**config.mk**
```make
export PLATFORM = sky130hd
export DESIGN_NAME = id_stage_reg_fwd
export DESIGN_NICKNAME = d
export VERILOG_FILES = /design/src/rtl/id_stage_reg_fwd.sv
export SDC_FILE = /design/constraint.sdc
export NUM_CORES = 1
export LEC_CHECK = 0
export ABC_AREA = 1
export CAP_MARGIN = 20
export CORE_UTILIZATION = 48
export CTS_BUF_LIST = sky130_fd_sc_hd__clkbuf_8 sky130_fd_sc_hd__clkbuf_16
export DETAILED_ROUTE_END_ITERATION = 12
export PLACE_DENSITY = 0.85
export REMOVE_ABC_BUFFERS = 1
export SLEW_MARGIN = 20
export SYNTH_ARGS = -nofsm -noshare
export SYNTH_HDL_FRONTEND = slang
export SYNTH_SLANG_ARGS = --single-unit
```
**constraint.sdc**
```tcl
create_clock -name clk -period 3.79 [get_ports clk]
set_input_delay 0.758 -clock clk [delete_from_list [all_inputs] [get_ports clk]]
set_output_delay 0.758 -clock clk [all_outputs]
set_load 0.005 [all_outputs]
```
**src/rtl/id_stage_reg_fwd.sv**
```systemverilog
// rtl/id_stage_reg_fwd.sv - Decode-stage PC/instruction register with operand forwarding select,
// load-use stall generation, flush, valid tracking and a saturating stall counter.
module id_stage_reg_fwd #(
  parameter int PC_W    = 8,
  parameter int NUM_FWD = 3,
  parameter int CNT_W   = 16,
  localparam int SEL_W  = $clog2(NUM_FWD + 1)
) (
  input  logic                 clk,
  input  logic                 rst,
  input  logic                 start_signal_in,
  input  logic                 D_stop,
  input  logic                 jump_reset,
  input  logic [PC_W-1:0]      pc_in,
  input  logic [31:0]          inst_in,
  input  logic [5*NUM_FWD-1:0] fwd_rd,
  input  logic [NUM_FWD-1:0]   fwd_we,
  input  logic [NUM_FWD-1:0]   fwd_is_load,
  output logic [PC_W-1:0]      pc_out,
  output logic [31:0]          inst_out,
  output logic                 valid_out,
  output logic [4:0]           rs1,
  output logic [4:0]           rs2,
  output logic [SEL_W-1:0]     r1_sel,
  output logic [SEL_W-1:0]     r2_sel,
  output logic                 lu_stall,
  output logic [CNT_W-1:0]     lu_stall_cnt
);

  localparam logic [31:0] NOP = 32'h0000_0013;

  typedef enum logic [1:0] {IDLE, RUN, LU_STALL} state_t;

  state_t          state;
  logic [PC_W-1:0] pc_q;
  logic [31:0]     inst_q;
  logic            valid_q;
  logic            use_rs1;
  logic            use_rs2;

  // Only the youngest source can still be waiting on load data.
  logic unused_load_bits;
  assign unused_load_bits = &{1'b0, fwd_is_load[NUM_FWD-1:1]};

  assign rs1 = inst_q[19:15];
  assign rs2 = inst_q[24:20];

  always_comb begin
    use_rs1 = 1'b0;
    use_rs2 = 1'b0;
    case (inst_q[6:0])
      7'b1100111, 7'b0000011, 7'b0010011: use_rs1 = 1'b1;
      7'b1100011, 7'b0100011, 7'b0110011: begin
        use_rs1 = 1'b1;
        use_rs2 = 1'b1;
      end
      default: ;
    endcase
  end

  // Walk oldest to youngest so the youngest matching source wins.
  always_comb begin
    r1_sel = '0;
    r2_sel = '0;
    for (int i = NUM_FWD - 1; i >= 0; i--) begin
      if (use_rs1 && rs1 != 5'd0 && fwd_we[i] && fwd_rd[5*i +: 5] == rs1)
        r1_sel = SEL_W'(i + 1);
      if (use_rs2 && rs2 != 5'd0 && fwd_we[i] && fwd_rd[5*i +: 5] == rs2)
        r2_sel = SEL_W'(i + 1);
    end
  end

  // A sel of 1 already implies a source-0 match on a used, non-x0 operand.
  assign lu_stall = valid_q && state == RUN && fwd_is_load[0] && fwd_we[0] &&
                    (r1_sel == SEL_W'(1) || r2_sel == SEL_W'(1));

  assign pc_out    = pc_q;
  assign inst_out  = lu_stall ? NOP : inst_q;
  assign valid_out = valid_q && !lu_stall;

  always_ff @(posedge clk) begin
    if (rst) begin
      pc_q         <= '0;
      inst_q       <= NOP;
      valid_q      <= 1'b0;
      state        <= IDLE;
      lu_stall_cnt <= '0;
    end else begin
      if (lu_stall && lu_stall_cnt != '1)
        lu_stall_cnt <= lu_stall_cnt + CNT_W'(1);

      if (!start_signal_in) begin
        pc_q    <= '0;
        inst_q  <= NOP;
        valid_q <= 1'b0;
        state   <= IDLE;
      end else begin
        if (jump_reset) begin
          inst_q  <= NOP;
          valid_q <= 1'b0;
        end else if (!(D_stop || lu_stall)) begin
          pc_q    <= pc_in;
          inst_q  <= inst_in;
          valid_q <= 1'b1;
        end

        case (state)
          IDLE:     state <= RUN;
          RUN:      if (lu_stall && !jump_reset) state <= LU_STALL;
          LU_STALL: if (!D_stop) state <= RUN;
          default:  state <= IDLE;
        endcase
      end
    end
  end

endmodule

```
# After elaboration in Yosys (flattened, before gate mapping)
# Cells that the tools add are included.
# totals
regBits	59
out_inout_bits	72
# classes
addsub	1
eq_ne	19
mux	12
n_bitwise	3
n_reduce_logical	34
# ops
operator	count
$mux W32	1
$eq A5 B5 Y1	6
$logic_and A1 B1 Y1	21
$add A16 B1 Y16 const B	1
$mux W2	8
$ne A16 B16 Y1 const B	1
$eq A7 B6 Y1 const B	2
$eq A7 B7 Y1 const B	2
$reduce_bool A5 Y1	2
$eq A7 B2 Y1 const B	1
$eq A7 B5 Y1 const B	1
$eq A2 B1 Y1 const B	3
$pmux W2 S3	1
$reduce_or A3 Y1	2
$reduce_or A6 Y1	1
$reduce_and A2 Y1	2
$not A1 Y1	3
$eq A2 B2 Y1 const B	1
$logic_not A1 Y1	2
$logic_not A2 Y1	1
$logic_or A1 B1 Y1	2
$mux W1	2
$ne A2 B1 Y1 const B	1
$ne A2 B2 Y1 const B	1
$reduce_or A2 Y1	1

# Longest topological paths before layout
# logic_depth
depth_word	15
ltp_mapped	14
depth_no_buf	13

# Worst setup path before layout
# Ideal clock, no wire load.
# synth_timing
kind	input -> output
from	input port fwd_rd[2]
to	output port inst_out[21]
t_arrival_ps	1766
required_ps	3032
path_slack_ps	1266
cell_stages	12
path_buffers	2
path_cell_list	inv_1 -> nor2_1 -> nor2_1 -> nand2_1 -> nor2_1 -> nand3_2 -> nand2_4 -> nand2_8 -> inv_2 -> buf_4 -> buf_6 -> nor2_1
# synth_between
elab_chain_len	7
# synth_lines
item	line	source
start, declared	16	input logic [5*NUM_FWD-1:0] fwd_rd,
$eq A5 B5 Y1, on equally long branches	66, 68	
$logic_and A1 B1 Y1, on equally long branches	66, 68	
$mux W2, on equally long branches	66, 68	
$eq A2 B1 Y1	75	(r1_sel == SEL_W'(1) || r2_sel == SEL_W'(1));
$logic_or A1 B1 Y1 (*)	75	
$logic_and A1 B1 Y1 (*)	74	assign lu_stall = valid_q && state == RUN && fwd_is_load[0] && fwd_we[0] &&
$mux W32 (*)	78	assign inst_out = lu_stall ? NOP : inst_q;
end, declared	20	output logic [31:0] inst_out,
# Every way passes the cells marked *; elsewhere a longest branch is shown, timed or not.

# Worst setup path after layout
# layout_timing
from	input port fwd_rd[2]
to	output port inst_out[17]
# The elaborated chain is that of the path after synthesis.

==> flow_metrics.tcl <==
set metrics [dict create \
    final_layout_size_suffix_gt1_share_pct 10.7 \
    place_ws_ns 0.174 \
    postCtsSetupBuffers 0 \
    final_cells 786 \
    r2r_end "lu_stall_cnt[7]$_SDFFE_PP0P_" \
    drc 1 \
    worst_slack_ns 0.202 \
    synth_enable_flop_cells 0 \
    nets 746 \
    dpl_cell_area_um2 5090 \
    ys_seq_area_share_pct 31.0 \
    nFillCells 686 \
    wl_per_cell_um 13.9 \
    syn-cell-area_um2 3800 \
    r2r_start "lu_stall_cnt[0]$_SDFFE_PP0P_" \
    r2r.worst_path.cells 7 \
    synth-warning-count 0 \
    power.density_nw_per_um2 271 \
    setup_violations 0 \
    skew_ns 0.00955 \
    grt_max_degree 36 \
    die_w_um 91.0 \
    ir_drop_mv 0.234 \
    cts_root_buf "clkbuf_8" \
    synth-seq-cells 59 \
    worstPathRequired_ns 3.03 \
    drv_slew 0 \
    post_synth.cell_area_avg_um2 6.73 \
    core_area_um2 7690 \
    port_buffers 135 \
    setup_tns_ns 0 \
    cts_buffers 9 \
    fin_crit_ns 3.59 \
    rsz0062_at_grt "false" \
    synth_cell_types 32 \
    dp_cells 770 \
    power_leakage_nw 2.06 \
    synthCells 565 \
    worst_pin_slew_ns 0.476 \
    clock_latency_ns 0.34 \
    min_to "state[1]$_SDFFE_PP0P_" \
    critPathKind "in -> out" \
    startpoint_type "primary input" \
    gp_congestion 0.860 \
    antenna_found_initial 0 \
    clock_sinks 59 \
    dr_total_vias 4025 \
    relSlewSlack_pct 68.1 \
    fp.dieH_um 91.0 \
    dieArea_um2 8290 \
    row_count 32 \
    ant_nets 0 \
    outcome "finished with violations" \
    overflow 0 \
    ctsHtreeMaxLevel 3 \
    regToRegSetupSlack_ns 1.48 \
    max_freq_mhz 279 \
    max-cap-violations 0 \
    worstPathMaxFanout 20 \
    hp-class "reg -> reg" \
    path_clk_slew_ns 0.06 \
    grt_usage_pct 27.2 \
    cts.path.max_buffers 2 \
    synth_flop_cell "dfxtp_1" \
    timing.hold.worst.start "state[0]$_SDFFE_PP0P_" \
    postLayoutCoreUtil_pct 68.9 \
    tritoncts "built" \
    async_flop_share_pct 0 \
    hpwlAfterDp_um 8040 \
    grt_pass1_vias 3996 \
    viasPerCell 5.12 \
    drt-total-wl_um 11000 \
    whs_path_depth 1 \
    antennaDiodeCount 0 \
    area_delta_synth_final_pct 39.2 \
    crit_path_end_kind "output port" \
    failed_checks "design-rule violations" \
    grt_pass1_wl_um 18300 \
    initial_core_util_pct 49.5 \
    hold_viol_final 0 \
    fin_area_um2 5300 \
    dr.pass1.iters 11 \
    io_pins 138 \
    drtIter0Drc 207 \
    arrival_ns 2.83 \
    post-route-period-util_pct 94.7 \
]
-- area by class of cell --
class | count | area, µm² | area share (%)
clock buffer | 10 | 138 | 2.60
timing repair buffer | 142 | 1420 | 26.7
sequential | 59 | 1180 | 22.3
multi-input combinational | 404 | 2130 | 40.2
clock inverter | 6 | 65.1 | 1.23
inverter | 63 | 239 | 4.51
tap | 102 | 128 | 2.41
-- worst max-delay path by stage --
stage,start,end,slack (ns),cells after the start
floorplan,fwd_rd[2],inst_out[10],1.18,10
global placement,fwd_rd[2],inst_out[19],0.23,13
detailed placement,fwd_rd[2],inst_out[19],0.17,13
CTS,fwd_rd[2],inst_out[17],0.14,13
global route,fwd_rd[2],inst_out[17],0.03,13
finish,fwd_rd[2],inst_out[17],0.20,13
-- layer usage --
| metal | up-vias | wire [µm] | track usage [%] |
|---|---|---|---|
| met2 | 150 | 5430 | 47.3 |
| met4 | 0 | 269 | 10.8 |
| met3 | 23 | 673 | 5.53 |
| met1 | 1838 | 4590 | 32.5 |
| li1 | 2014 | - | - |
| met5 | - | 0 | 0 |
-- metrics by stage --
stage          hold slack (ns)  total power, mW
6_report                 0.431             1.43
5_1_grt                  0.459             1.49
4_1_cts                  0.437             1.44
3_3_place_gp             0.414            0.855
3_5_place_dp             0.426            0.861
2_1_floorplan            0.407            0.741
-- flip-flops by register name (all words and copies together) (netlist names) --
name and flops:
inst_q 32, lu_stall_cnt 16, pc_out 8, state 2, valid_q 1
-- cells in the mapped netlist (4+ instances only) --
master	number	area share (%)
inv_1	52	5.1
inv_2	8	0.79
a21oi_1	35	4.6
buf_2	7	0.92
xnor2_1	11	2.5
a21oi_2	15	3.5
o21ai_0	4	0.53
nand3_2	4	1.1
nand4_1	23	3.8
buf_6	6	1.8
buf_4	12	2.4
nand2_2	10	1.6
clkbuf_1	13	1.3
nor3_1	6	0.79
nand2_1	123	12
nand3_1	51	6.7
nor2_1	80	7.9
xor2_1	21	4.8
dfxtp_1	59	31
-- cell usage in the layout, fill, tap and decap left out, types with 11 or more instances in the layout --
master and instances:
nand4_1 23, a21oi_2 15, dfxtp_1 59, clkdlybuf4s50_1 135
nand2_1 123, a21oi_1 35, nor2_1 80, nand3_1 51
xor2_1 21, inv_1 52, xnor2_1 11
-- critical path, cell delays in order --
cell and delay, ns:
clkdlybuf4s50_1 0.48, inv_1 0.15, nor2_1 0.05, nor2_1 0.14, nand2_1 0.06, nor2_1 0.11
nand3_2 0.10, nand2_4 0.10, nand2_8 0.05, inv_4 0.12, buf_12 0.16, nor2_1 0.06
clkdlybuf4s50_1 0.49
-- power breakdown --
part           leakage (nW)  total [mW]  internal (mW)  switching, mW
clock network        0.0905       0.586          0.320          0.266
logic                  1.49       0.208          0.112         0.0957
registers             0.478       0.640          0.630         0.0100
total                  2.06        1.43           1.06          0.372
-- cells by family after synthesis --
kind of cell,count (synthesis),synth area share (%)
AND/OR/NAND/NOR,313,38.9
AO/OA/AOI/OAI,58,9.37
adder cells (fa/ha/maj),1,0.329
XOR/XNOR,32,7.37
buffers and inverters,102,13.0
flip-flops,59,31.0
-- timing repair --
| action | in CTS | in global routing |
|---|---|---|
| endpoints found under the setup margin | 0 | 4 |
| hold buffers | 0 | 0 |
| gates resized for setup | 0 | 2 |
(Power assumes the default switching activity.)
